`src/rtl/fifo_pkg.sv`:
```
// Shared definitions for the asynchronous FIFO controllers.
// Contents: default address width, pointer-width helper, and Gray/binary conversion
// functions. The functions operate on 32-bit vectors; callers zero-extend narrower
// pointers and truncate the result, which works for any pointer width up to 32 bits.
package fifo_pkg;

  localparam int unsigned ADDR_WIDTH_DEFAULT = 3;

  // Pointers carry one extra wrap bit above the memory address.
  function automatic int unsigned ptr_width(input int unsigned addr_width);
    return addr_width + 1;
  endfunction

  function automatic logic [31:0] bin2gray(input logic [31:0] bin);
    return bin ^ (bin >> 1);
  endfunction

  // Zero-extended upper bits leave the prefix XOR unaffected.
  function automatic logic [31:0] gray2bin(input logic [31:0] gray);
    logic [31:0] bin;
    bin[31] = gray[31];
    for (int i = 30; i >= 0; i--) begin
      bin[i] = bin[i+1] ^ gray[i];
    end
    return bin;
  endfunction

endpackage

```
`src/rtl/gray_to_bin.sv`:
```
// Combinational Gray-to-binary converter.
// Ports:
//   gray  in  WIDTH  Gray-coded value
//   bin   out WIDTH  binary equivalent (bin[i] = XOR of gray[WIDTH-1:i])
module gray_to_bin #(
  parameter int unsigned WIDTH = 4
) (
  input  logic [WIDTH-1:0] gray,
  output logic [WIDTH-1:0] bin
);

  always_comb begin
    bin = '0;
    for (int i = 0; i < int'(WIDTH); i++) begin
      bin[i] = ^(gray >> i);
    end
  end

endmodule

```
`src/rtl/fifo_wr_ctrl.sv`:
```
// Write-domain controller for the asynchronous FIFO.
// Keeps the binary and Gray write pointers, qualifies memory writes and produces a
// registered FULL flag from the synchronized Gray read pointer.
// Optional macro FIFO_LEVEL_EN adds registered FILL (occupancy) and AFULL outputs.
// Ports:
//   clk          in   write-domain clock
//   rst_n        in   asynchronous active-low reset
//   w_inc        in   write request
//   sync_rd_ptr  in   Gray read pointer synchronized into clk domain
//   w_en         out  memory write enable (w_inc & ~full), combinational
//   w_addr       out  memory write address (registered)
//   wr_ptr       out  registered Gray write pointer to the read domain
//   full         out  registered full flag
//   fill         out  registered occupancy estimate (FIFO_LEVEL_EN only)
//   afull        out  registered almost-full flag (FIFO_LEVEL_EN only)
module fifo_wr_ctrl
  import fifo_pkg::*;
#(
  parameter int unsigned ADDR_WIDTH   = ADDR_WIDTH_DEFAULT,
  parameter int unsigned AFULL_THRESH = 6
) (
  input  logic                               clk,
  input  logic                               rst_n,
  input  logic                               w_inc,
  input  logic [ptr_width(ADDR_WIDTH)-1:0]   sync_rd_ptr,
  output logic                               w_en,
  output logic [ADDR_WIDTH-1:0]              w_addr,
  output logic [ptr_width(ADDR_WIDTH)-1:0]   wr_ptr,
`ifdef FIFO_LEVEL_EN
  output logic [ptr_width(ADDR_WIDTH)-1:0]   fill,
  output logic                               afull,
`endif
  output logic                               full
);

  localparam int unsigned PW = ptr_width(ADDR_WIDTH);
  // Full when the write pointer leads the read pointer by exactly one lap: in Gray
  // code that is the read pointer with its two top bits inverted.
  localparam logic [PW-1:0] FullMask = PW'(3) << (PW - 2);

  logic [PW-1:0] wbin_q, wbin_d;
  logic [PW-1:0] wgray_q, wgray_d;
  logic          full_q, full_d;

  assign w_en = w_inc & ~full_q;

  always_comb begin
    wbin_d  = wbin_q + PW'(w_en);
    wgray_d = PW'(bin2gray(32'(wbin_d)));
    full_d  = (wgray_d == (sync_rd_ptr ^ FullMask));
  end

  always_ff @(posedge clk or negedge rst_n) begin
    if (!rst_n) begin
      wbin_q  <= '0;
      wgray_q <= '0;
      full_q  <= 1'b0;
    end else begin
      wbin_q  <= wbin_d;
      wgray_q <= wgray_d;
      full_q  <= full_d;
    end
  end

  assign w_addr = wbin_q[ADDR_WIDTH-1:0];
  assign wr_ptr = wgray_q;
  assign full   = full_q;

`ifdef FIFO_LEVEL_EN
  logic [PW-1:0] rbin;
  logic [PW-1:0] fill_q, fill_d;
  logic          afull_q, afull_d;

  gray_to_bin #(
    .WIDTH (PW)
  ) u_rd_g2b (
    .gray (sync_rd_ptr),
    .bin  (rbin)
  );

  always_comb begin
    fill_d  = wbin_d - rbin;
    afull_d = (32'(fill_d) >= AFULL_THRESH);
  end

  always_ff @(posedge clk or negedge rst_n) begin
    if (!rst_n) begin
      fill_q  <= '0;
      afull_q <= 1'b0;
    end else begin
      fill_q  <= fill_d;
      afull_q <= afull_d;
    end
  end

  assign fill  = fill_q;
  assign afull = afull_q;
`endif

endmodule

```
`config.mk`:
```
export PLATFORM = sky130hd
export DESIGN_NAME = fifo_wr_ctrl
export DESIGN_NICKNAME = d
export VERILOG_FILES = /design/src/rtl/fifo_pkg.sv /design/src/rtl/gray_to_bin.sv /design/src/rtl/fifo_wr_ctrl.sv
export SDC_FILE = /design/constraint.sdc
export NUM_CORES = 1
export LEC_CHECK = 0
export CAP_MARGIN = 40
export CORE_AREA = 8 8 45 47
export DETAILED_ROUTE_END_ITERATION = 10
export DIE_AREA = 0 0 53 55
export GPL_TIMING_DRIVEN = 0
export PLACE_DENSITY = 0.69
export SYNTH_ARGS = -nofsm -noshare
export SYNTH_HDL_FRONTEND = slang
export SYNTH_SLANG_ARGS = --single-unit
```
`constraint.sdc`:
```
create_clock -name clk -period 2.2 [get_ports clk]
set_input_delay 0.55 -clock clk [delete_from_list [all_inputs] [get_ports clk]]
set_output_delay 0.55 -clock clk [all_outputs]
set_load 0.02 [all_outputs]
```
==> impl_results.md <==
- IO Count: 16
- WL final: between 900 and 1000 um
- Finished Layout Cells: between 70 and 80
- Skew final: 3.21 ps
- Max FO, Critical Path: 6
- Vias in the first global route: about 340
- Routed met1 length: 378 um
- Final hold violation count: 0
- Data arrival time of the worst path: 2330 ps
- Clock buffer depth: 2
- DR WL/cell: about 12 um
- Leak Pwr: roughly 0.28 nW
- Clock Sinks: 8
- Yosys top cell by area: dfrtp_1
- Syn_nets: a little over 50
- GRT Residual Overflow: 0
- Initial DRC count: 4
- Chip width: 53 um
- H-Tree Depth: 1
- Sw Pwr: between 400 and 500 uW
- Status: finished, final reports clean
- Net Sw Frac: 0.410
- Gr usage total: 0.0705
- Diode count: 0
- Mean Syn Cell Area: between 10 and 15 sq um
- First-pass GRT wire length: between 1000 and 1500 um
- Sequential cell area fraction in the yosys report: 0.437
- #FFs+latches synth: 8
- Worst path max stage delay: roughly 400 ps
- DR pass1 iterations: 2
- TritonCTS clock tree: done
- Pwr/cell area: between 1500 and 2000 mW/mm^2
- Area growth syn-to-layout: 46.2%
- Synth Instances: 42
- Commonest non-fill, non-tap cell in the layout: clkdlybuf4s50_1
- Largest net degree at the start of global routing: 9
- Fmax: 0.466 GHz
- Worst Tran Pin Value: about 350 ps
- RSZ-0062 raised after global routing: no
- RD Place Congestion: 0.767
- Crit Path Category: input pin to flip-flop
- Crit. End Element: flip-flop
- Placed inst area: 631 sq um
- Max VDD drop: 0.583 mV
- Minimum clock period: 2140 ps
- DR WL met2: between 400 and 500 um
- Final setup fails: 0
- Core area: between 0.001 and 0.0015 sq mm
- Final Cell Area: 669 sq um
- Final net count: 71
- CTS Buf Count: 3
- Post-DP HPWL: 784 um
- FP Rows: 14
- Dpl cells: between 70 and 80
- Antenna-violating nets left: 0
- CP Cell Sequence: clkdlybuf4s50_1 -> nor2b_2 -> ha_2 -> ha_1 -> buf_6 -> or2_2 -> o21ai_1 -> o2bb2ai_1 -> o2111a_1
- Remaining DRCs: 0
- Yosys top cell area share: 0.437
- Via/cell ratio: just under 5
- Die Ht: ~55 um
- Initial core utilization: 0.331
- Sequential share of power: 0.238
- Worst-skew pair later-pin latency: between 200 and 300 ps
- Clock share of power: 0.092
- Full die area: roughly 0.0029 sq mm
- Int Pwr: between 600 and 700 uW
- Setup TNS: 0 ps
- Top routing layer in use: met4
- Number of library cell types mapped by synthesis: 19
- Top delay family on crit path: buffers and inverters
- Combinational share of power: 0.670
- Worst-path clk slew: approximately 50 ps
- WP data required: 2380 ps
- Share of layout cells above drive strength 1: 0.167
- Dominant cells by area after synthesis: dfrtp_1 (44%), xnor2_1 (9.6%), xor2_1 (5.7%)
- Tcrit/Tclk final: 0.975
- Mapped Area: roughly 460 sq um
- Maxcap violations: 0
- Root Buffer: clkbuf_4
- CP startpoint kind: input pin
- Synth warnings: 0
- Initial antenna violation count: 0
- Routed via count: roughly 370
- Slowest-stage cell, CP: clkdlybuf4s50_1
- Routed wl met3: 69 um
- Rel. slew slack: 0.768
- Worst Hold Class: input pin to async pin
- Final slew viol count: 0
- Total design power: roughly 1.2 mW
- Port bufs: 15
- Most frequent cells in the layout: clkdlybuf4s50_1 (14), dfrtp_1 (8), xnor2_1 (5)
- Worst Path Buf+Inv: 2
- Final core occ: 0.484
-- synth_stat cells --
| cell | count |
|---|---|
| or2_2 | 1 |
| dfrtp_1 | 8 |
| a211o_1 | 1 |
| a32oi_1 | 1 |
| ha_1 | 2 |
| nand2b_1 | 2 |
| a21oi_1 | 3 |
| xor2_1 | 3 |
| o21ai_0 | 1 |
| buf_6 | 2 |
| xnor2_2 | 1 |
| nor2b_1 | 3 |
| nand3_1 | 2 |
| inv_1 | 1 |
| nand2_1 | 3 |
| o2111a_1 | 1 |
| clkbuf_1 | 1 |
| xnor2_1 | 5 |
| o2bb2ai_1 | 1 |
-- state kept, by name, summed over array words and instances, names as in the netlist --
name / count
wbin_q: 4
wr_ptr: 3
full: 1
-- area by class of cell --
| type | instances | area (sq um) |
|---|---|---|
| plain buffers | 2 | 22.5 |
| clock buffers | 3 | 22.5 |
| fillers | 133 | 714 |
| inverters | 1 | 3.75 |
| multi-input cells | 30 | 244 |
| flip-flops and latches | 8 | 200 |
| well taps | 16 | 20.0 |
| repair buffers | 16 | 156 |
-- path summary, 6_finish.rpt --
check / startpoint / endpoint / slack, ps / depth (start not counted)
hold / removal: rst_n / wr_ptr[0]$_DFF_PN0_ / 570 / 1
hold reg to reg: wbin_q[0]$_DFF_PN0_ / wbin_q[0]$_DFF_PN0_ / 570 / 1
setup / recovery: w_inc / full$_DFF_PN0_ / 60 / 9
max in group asynchronous: rst_n / wr_ptr[1]$_DFF_PN0_ / 1370 / 1
min in group clk: wbin_q[0]$_DFF_PN0_ / wbin_q[0]$_DFF_PN0_ / 570 / 1
setup reg to reg: full$_DFF_PN0_ / full$_DFF_PN0_ / 470 / 8
-- layer usage --
layer,global-route usage,vias up
li1,-,179
met1,0.0668,172
met2,0.121,12
met3,0.0214,2
met4,0.0647,0
met5,0,-
-- power by group through the flow --
| stage | Clock [mW] | Combinational, mW | Sequential (mW) |
|---|---|---|---|
| after floorplan | 0 | 0.419 | 0.373 |
| after global routing | 0.119 | 0.862 | 0.290 |
| after global placement | 0 | 0.743 | 0.279 |
| final | 0.108 | 0.786 | 0.279 |
| after detailed placement | 0 | 0.759 | 0.282 |
| after CTS | 0.115 | 0.761 | 0.280 |
-- metrics by stage --
stage | hold WS (ps) | setup WS (ps)
2_1_floorplan | 254 | 111
3_3_place_gp | 576 | -305
3_5_place_dp | 579 | -340
4_1_cts | 581 | 6.35
5_1_grt | 594 | 13.2
6_report | 570 | 55.9
-- kinds of logic after synthesis --
logic type      after synthesis  share of synthesized area
compound gates                8                      0.126
xor+xnor                      9                      0.189
fa+ha+maj                     2                     0.0546
buf+inv                       4                     0.0656
flops                         8                      0.437
simple gates                 11                      0.128
-- repair_timing --
action                     CTS  global route
hold buffers                 0             0
pin swaps                    1             3
gates cloned                 0             0
resized for setup            2             2
setup endpoints to repair    2             1
setup buffers                0             1
No activity file was read; power rests on OpenSTA's default activity.
